**config.mk**
```make
export PLATFORM = sky130hd
export DESIGN_NAME = t_pulse_gen
export DESIGN_NICKNAME = d
export VERILOG_FILES = /design/src/rtl/t_pulse_gen_pkg.sv /design/src/rtl/t_pulse_gen_btn_sync.sv /design/src/rtl/t_pulse_gen.sv
export SDC_FILE = /design/constraint.sdc
export NUM_CORES = 1
export LEC_CHECK = 0
export ABC_CLOCK_PERIOD_IN_PS = 4200
export CORE_MARGIN = 3
export CORE_UTILIZATION = 45
export DETAILED_ROUTE_END_ITERATION = 6
export PLACE_DENSITY_LB_ADDON = 0.3
export SYNTH_ARGS = -nofsm -noshare
export SYNTH_HDL_FRONTEND = slang
export SYNTH_SLANG_ARGS = --single-unit
```
**constraint.sdc**
```tcl
create_clock -name clk -period 4.2 [get_ports clk]
set_input_delay 0.84 -clock clk [delete_from_list [all_inputs] [get_ports clk]]
set_output_delay 0.84 -clock clk [all_outputs]
set_load 0.01 [all_outputs]
```
**src/rtl/t_pulse_gen_pkg.sv**
```systemverilog
// Shared definitions for the push-button to toggle-pulse front end:
// FSM state encoding and parameter defaults.
package t_pulse_gen_pkg;

   typedef enum logic [1:0] {
      IDLE         = 2'd0,
      PRESS_WAIT   = 2'd1,
      HELD         = 2'd2,
      RELEASE_WAIT = 2'd3
   } state_t;

   localparam int SYNC_STAGES_DEF     = 2;
   localparam int DEBOUNCE_CYCLES_DEF = 50000;
   localparam int CNT_W_DEF           = 16;

   // Both debounce phases report busy so downstream logic can tell a settling input
   // from a stable one.
   function automatic logic is_wait(input state_t st);
      return (st == PRESS_WAIT) || (st == RELEASE_WAIT);
   endfunction

endpackage

```
**src/rtl/t_pulse_gen_btn_sync.sv**
```systemverilog
// Multi-flop synchroniser for one asynchronous level input; reusable for any
// button or slow status line crossing into clk.
module btn_sync #(
   parameter int SYNC_STAGES = 2
) (
   input  logic clk,
   input  logic rst_n,
   input  logic d,
   output logic q
);

   logic [SYNC_STAGES-1:0] stage;

   always_ff @(posedge clk) begin
      if (!rst_n) begin
         stage <= '0;
      end else begin
         stage <= {stage[SYNC_STAGES-2:0], d};
      end
   end

   assign q = stage[SYNC_STAGES-1];

endmodule

```
**src/rtl/t_pulse_gen.sv**
```systemverilog
// Push-button front end: synchronise, debounce, and emit one single-cycle t pulse
// per accepted press to drive a downstream toggle flip-flop.
//
//   state        | meaning
//   -------------+-----------------------------------------------------------
//   IDLE         | button released and stable, waiting for a press
//   PRESS_WAIT   | input went high, counting stable-high cycles before accepting
//   HELD         | press accepted, btn_level = 1, waiting for release
//   RELEASE_WAIT | input went low, counting stable-low cycles before releasing
module t_pulse_gen
   import t_pulse_gen_pkg::*;
#(
   parameter int SYNC_STAGES     = SYNC_STAGES_DEF,
   parameter int DEBOUNCE_CYCLES = DEBOUNCE_CYCLES_DEF,
   parameter int CNT_W           = CNT_W_DEF
) (
   input  logic clk,
   input  logic rst_n,
   input  logic btn_in,
   input  logic en,
   output logic t,
   output logic btn_level,
   output logic busy
);

   localparam logic [CNT_W-1:0] CNT_LAST = CNT_W'(DEBOUNCE_CYCLES - 1);

   logic             s;
   state_t           state;
   logic [CNT_W-1:0] cnt;

   btn_sync #(
      .SYNC_STAGES (SYNC_STAGES)
   ) u_sync (
      .clk   (clk),
      .rst_n (rst_n),
      .d     (btn_in),
      .q     (s)
   );

   // The counter only advances below CNT_LAST and is cleared on every entry to a
   // wait state, so it can never wrap.
   always_ff @(posedge clk) begin
      if (!rst_n) begin
         state     <= IDLE;
         cnt       <= '0;
         t         <= 1'b0;
         btn_level <= 1'b0;
         busy      <= 1'b0;
      end else begin
         t <= 1'b0;
         unique case (state)
            IDLE: begin
               if (s) begin
                  state <= PRESS_WAIT;
                  cnt   <= '0;
                  busy  <= is_wait(PRESS_WAIT);
               end
            end
            PRESS_WAIT: begin
               if (!s) begin
                  state <= IDLE;
                  busy  <= is_wait(IDLE);
               end else if (cnt == CNT_LAST) begin
                  state     <= HELD;
                  btn_level <= 1'b1;
                  t         <= en;
                  busy      <= is_wait(HELD);
               end else begin
                  cnt <= cnt + CNT_W'(1);
               end
            end
            HELD: begin
               if (!s) begin
                  state <= RELEASE_WAIT;
                  cnt   <= '0;
                  busy  <= is_wait(RELEASE_WAIT);
               end
            end
            RELEASE_WAIT: begin
               if (s) begin
                  state <= HELD;
                  busy  <= is_wait(HELD);
               end else if (cnt == CNT_LAST) begin
                  state     <= IDLE;
                  btn_level <= 1'b0;
                  busy      <= is_wait(IDLE);
               end else begin
                  cnt <= cnt + CNT_W'(1);
               end
            end
            default: begin
               state <= IDLE;
               busy  <= 1'b0;
            end
         endcase
      end
   end

endmodule
```
Word level (Yosys, flattened, before mapping)
Index checks and enable logic that the tools add are counted.
{ "classes": {"reduce_logical": 7, "add_sub_neg": 1, "eq_ne": 12, "muxes": 24} }
{ "op_table": {"columns": ["operator", "n"], "rows": [
  ["16-bit 2-to-1 mux", 5],
  ["16-bit one-hot mux with 4 select lines", 1],
  ["16-bit by 1-bit adder with 16-bit output, second input constant", 1],
  ["16-bit == test, second input constant", 1],
  ["2-bit 2-to-1 mux", 6],
  ["4-bit AND reduction", 3],
  ["1-bit 2-to-1 mux", 9],
  ["2-bit != test, second input constant", 4],
  ["2-bit one-hot mux with 4 select lines", 1],
  ["5-bit AND reduction", 1],
  ["2-bit == test, second input constant", 2],
  ["2-bit by 1-bit != test with 1-bit output, second input constant", 2],
  ["1-bit one-hot mux with 4 select lines", 1],
  ["3-bit by 2-bit != test with 1-bit output, second input constant", 1],
  ["3-bit != test, second input constant", 1],
  ["2-bit by 1-bit == test with 1-bit output, second input constant", 1],
  ["2-bit zero test", 1],
  ["1-bit one-hot mux with 2 select lines", 1],
  ["2-bit AND reduction", 1],
  ["2-bit nonzero test", 1]
]} }
{ "word_totals": {"output_inout_bits": 3, "inputBits": 4, "register_bits": 23, "elab_cells": 50} }

Depth between registers and ports, before layout
{ "logic_depth": {"ltp_word": 4, "mapped_depth": 6} }

Modules after synthesis
Synthesis repeated with hierarchy kept, for this count alone.
{ "unflattened": {"hier_cells": 122, "hier_area_um2": 1099.8} }
{ "modules_own_cells": {"columns": ["module", "cells_per_inst", "area_per_inst_um2", "instances", "seq_area_each_um2"], "rows": [
  ["t_pulse_gen", 118, 1047.3, 1, 420.4],
  ["btn_sync", 4, 52.6, 1, 40.0]
]} }

Worst setup path after synthesis
Ideal clock, no wire load.
{ "synth_path": {"kind": "reg2reg", "from": "reg cnt[0]", "to": "reg cnt[12]", "arrival_ns": 1.700, "stages_incl_launch_ff": 6, "path_slack_ns": 2.425, "setup_ns": 0.074, "n_path_buf": 0, "cell_sequence": "dfxtp_1 -> ha_1 -> nand3_2 -> or4_1 -> or3_1 -> a31oi_1"} }
{ "synth_between": {"elab_chain_cells": 4, "word_cells_on_any_way": 6, "cone_classes": "add/sub: 1; eq/ne: 1; mux: 4"} }
{ "synth_rtl": {"columns": ["item", "line", "text"], "rows": [
  ["start, declared", "t_pulse_gen.sv:30", "logic [CNT_W-1:0] cnt;"],
  ["start signal, assigned", "t_pulse_gen.sv:70", "cnt <= cnt + CNT_W'(1);"],
  ["start signal, assigned", "t_pulse_gen.sv:89", "cnt <= cnt + CNT_W'(1);"],
  ["16-bit by 1-bit adder with 16-bit output / 16-bit == test (equally long branches)", null, null],
  ["16-bit 2-to-1 mux *", "t_pulse_gen.sv:64, t_pulse_gen.sv:84", null],
  ["16-bit 2-to-1 mux (on tied branches)", "t_pulse_gen.sv:81, t_pulse_gen.sv:61", null],
  ["16-bit one-hot mux with 4 select lines *", "t_pulse_gen.sv:52", "unique case (state)"]
]} }
Mark *: on every way between the ends. The rest lies on a longest branch, timed or not. The select of a mux whose other input is x is not followed.
A chain may end at the register's enable or synchronous reset.

Final worst setup path
{ "layout_path": {"from": "reg cnt[0]", "to": "reg cnt[3]"} }
The elaborated chain is that of the path after synthesis.

==> results.py <==
metrics = {
    "status": {
        "outcome": "complete, no violations",
    },
    "cells_and_area": {
        "regArea_sq_um": 460.4,
        "fillers": 243,
        "final_layout_size_suffix_gt1_frac": 0.08108,
        "antenna_cells": 0,
        "multiInputGateArea_sq_um": 763.2,
        "nets": 154,
        "syn_to_final_growth_pct": 7.122,
    },
    "pwr": {
        "p_leak_nw": 0.3802,
        "power.density_mw_per_mm2": 256.9,
        "power_mw": 0.3530,
        "ir_drop_v": 0.0002202,
    },
    "global_route": {
        "first_global_vias": 1045,
        "grt_pass1_wl_mm": 4.912,
        "grt_start_max_net_pins": 20,
        "grt-ovfl-total": 0,
        "track_usage": 0.1830,
        "antenna_found_initial": 0,
    },
    "critical_path": {
        "reg2reg_from": "cnt[0]",
        "crit_path_cell_trace": "ha_1 > nand4bb_1 > nor4_2 > o211ai_1 > a31oi_1",
        "reg2reg_to": "cnt[3]",
        "start_kind": "flip-flop",
        "worst-path-max-fanout": 11,
        "ff2ff_setup_slack_ns": 1.98,
        "rr_worst_depth": 5,
        "arrival_ns": 2.48,
        "worstSetupPathType": "flip-flop to flip-flop",
        "end_kind": "flip-flop",
        "max_stage_delay_ns": 0.84,
        "slowest_stage": "nor4_2",
        "crit_required_ns": 4.45,
    },
    "place": {
        "hpwl_mm": 2.017,
        "numPortBuffers": 6,
        "place.gp.congestion": 0.8212,
    },
    "sta": {
        "hold_viol": 0,
        "rsz0062_at_grt": "false",
        "maxSlewHeadroom": 0.1654,
        "period_share": 0.5294,
        "tns_ns": 0,
        "setup_viol": 0,
        "max_slew.worst_pin.slew_ns": 1.243,
        "fin_skew_ns": 0.005906,
        "fmax_ghz": 0.4497,
        "drv_slew": 0,
        "fin_crit_ns": 2.224,
    },
    "floorplanning": {
        "rows": 18,
        "io_pins": 7,
        "start_util": 0.4952,
        "die_h_microns": 59.39,
        "core_area_sq_mm": 0.002590,
        "fp.dieArea_sq_mm": 0.003527,
        "die_w_microns": 59.39,
    },
    "routing": {
        "viasPerCell": 6.607,
        "vias": 1176,
        "dr.pass1.iters": 4,
        "wl_mm": 2.963,
        "drc": 0,
        "drtIter0Drc": 87,
        "wl_per_cell_microns": 16.65,
        "antenna_left": 0,
    },
    "synthesis": {
        "synth_mux_area_frac": 0.02439,
        "synth-compound-area-share": 0.2176,
        "synth_ff_type": "dfxtp_1",
        "synth.avg_cell_area_sq_um": 8.724,
        "synthAdderAreaFrac": 0.009756,
        "async_flop_share": 0,
        "syn-instance-count": 147,
        "yosysSeqAreaShare": 0.3590,
        "yosysWarnings": 0,
        "synth_top_area_cell": "dfxtp_1",
        "syn_nets": 152,
        "ys_ff_latch": 23,
        "synth_simple_gate_area_frac": 0.3239,
        "ys_types": 44,
        "synth_edf_count": 0,
        "yosysTopAreaCellShare": 0.3590,
        "synth_top_family_by_area": "simple AND/OR/NAND/NOR gates",
        "synthXorXnorAreaFrac": 0.01951,
        "synthTopCellsByArea": "dfxtp_1, or4_1, o21a_1, nand2_1, o21ai_0",
        "syn_area_sq_mm": 0.001282,
    },
    "hold_path": {
        "min_from": "u_sync.stage[0]",
        "min_path_type": "flip-flop to flip-flop",
        "hold_depth": 1,
        "hold_end": "u_sync.stage[1]",
    },
    "clock_network": {
        "cts_buffer_depth": 2,
        "cts_tree": "done",
        "cts-resized-gates": 0,
        "hold_buffers": 0,
        "cts.sinks": 23,
        "root_buffer": "clkbuf_4",
        "cts_buffers": 3,
        "cts_setup_buffers": 0,
        "clkTransAtPathRegs_ns": 0.14,
        "clk_latency_ns": 0.32,
        "htreeDepth": 1,
    },
    "run": {
        "max_cap_violations": 0,
    },
}
cells in the mapped netlist, types with 3 or more instances:
cell type,instances
a21oi_1,7
a31oi_1,4
clkbuf_1,7
dfxtp_1,23
inv_1,6
nand2_1,11
nand3_1,6
nand4_1,4
nand4bb_1,3
nor2_1,5
nor3_1,4
nor4_1,4
o211ai_1,3
o21a_1,6
o21ai_0,8
o31a_1,3
or3_1,4
or4_1,8
layout by cell type, fill, tap and decap left out, types with 2 or more instances in the layout:
| cell | synthesis | final |
|---|---|---|
| nand2_1 | 11 | 11 |
| o21ai_0 | 8 | 8 |
| or3_1 | 4 | 4 |
| o211ai_1 | 3 | 3 |
| a31oi_1 | 4 | 4 |
| or4_1 | 8 | 8 |
| and2_1 | 2 | 2 |
| nand4_1 | 4 | 4 |
| mux2i_1 | 2 | 2 |
| nor3_1 | 4 | 4 |
| nor4_1 | 4 | 4 |
| dfxtp_1 | 23 | 23 |
| nand3_1 | 6 | 6 |
| clkbuf_4 | 0 | 3 |
| o31a_1 | 3 | 3 |
| nand4bb_1 | 3 | 3 |
| nor2_1 | 5 | 5 |
| a21boi_0 | 2 | 2 |
| o41a_1 | 2 | 2 |
| a21oi_1 | 7 | 7 |
| o21a_1 | 6 | 6 |
| clkdlybuf4s50_1 | 0 | 6 |
| inv_1 | 6 | 6 |
worst max-delay path by stage:
| stage | from | slack [ns] | endpoint | cells after the start |
|---|---|---|---|---|
| 6_report | cnt[0] | 1.98 | cnt[3] | 5 |
| 5_1_grt | cnt[1] | 1.76 | cnt[3] | 5 |
| 4_1_cts | cnt[0] | 1.99 | cnt[3] | 5 |
| 3_5_place_dp | rst_n | 1.85 | cnt[10] | 4 |
| 3_3_place_gp | rst_n | 1.91 | cnt[10] | 4 |
| 2_1_floorplan | cnt[0] | 2.43 | cnt[12] | 5 |
per-stage QoR:
| step | instance area, sq um | setup WS, ns | utilization | hold slack, ns | cells |
|---|---|---|---|---|---|
| 5_1_grt | 1374 | 1.756 | 0.5304 | 0.4981 | 178 |
| 3_5_place_dp | 1344 | 1.846 | 0.5188 | 0.4286 | 174 |
| 6_report | 1374 | 1.976 | 0.5304 | 0.4593 | 178 |
| 4_1_cts | 1374 | 1.985 | 0.5304 | 0.4651 | 178 |
| 2_1_floorplan | 1282 | 2.425 | - | 0.4119 | 147 |
| 3_3_place_gp | 1344 | 1.905 | 0.5188 | 0.4214 | 174 |
per-layer routing:
metal | track usage | part of all wire | vias up
li1 | - | - | 571
met1 | 0.2637 | 0.46 | 554
met2 | 0.2761 | 0.47 | 47
met3 | 0.03922 | 0.057 | 4
met4 | 0.04531 | 0.0091 | 0
met5 | 0 | 0 | -
worst max-delay path: cells and delay by family (launching register included):
| kind | cells | cell delay (ns) |
|---|---|---|
| AO/OA/AOI/OAI | 2 | 0.40 |
| adder cells (fa/ha/maj) | 1 | 0.24 |
| flip-flops | 1 | 0.43 |
| AND/OR/NAND/NOR | 2 | 1.08 |
cells by family (layout without fill, tap and decap cells):
family | Yosys count | count (layout)
and+or+nand+nor | 63 | 63
AOI/OAI and AO/OA | 40 | 40
DFF | 23 | 23
buffers and inverters | 15 | 16
muxes | 3 | 3
xor gates and xnor gates | 2 | 2
adders and majority gates | 1 | 1
state kept, by name, summed over array words and instances, names as in the netlist, named ones only:
| signal | count |
|---|---|
| btn_level | 1 |
| busy | 1 |
| cnt | 16 |
| state | 1 |
| u_sync.stage | 2 |
| t | 1 |
layout make-up:
class / count / area share
Multi-Input combinational cell: 109 / 0.5556
Sequential cell: 23 / 0.3352
Clock buffer: 3 / 0.01639
Inverter: 6 / 0.01639
Tap cell: 30 / 0.02732
Timing Repair Buffer: 6 / 0.04372
Clock inverter: 1 / 0.005464
power by group:
part	leakage, nW	internal (mW)	switching, mW
Combinational	0.180	0.00933	0.0103
Clock	0.0139	0.0364	0.0727
Sequential	0.186	0.221	0.00331
Power figures use the tool's default switching activity.
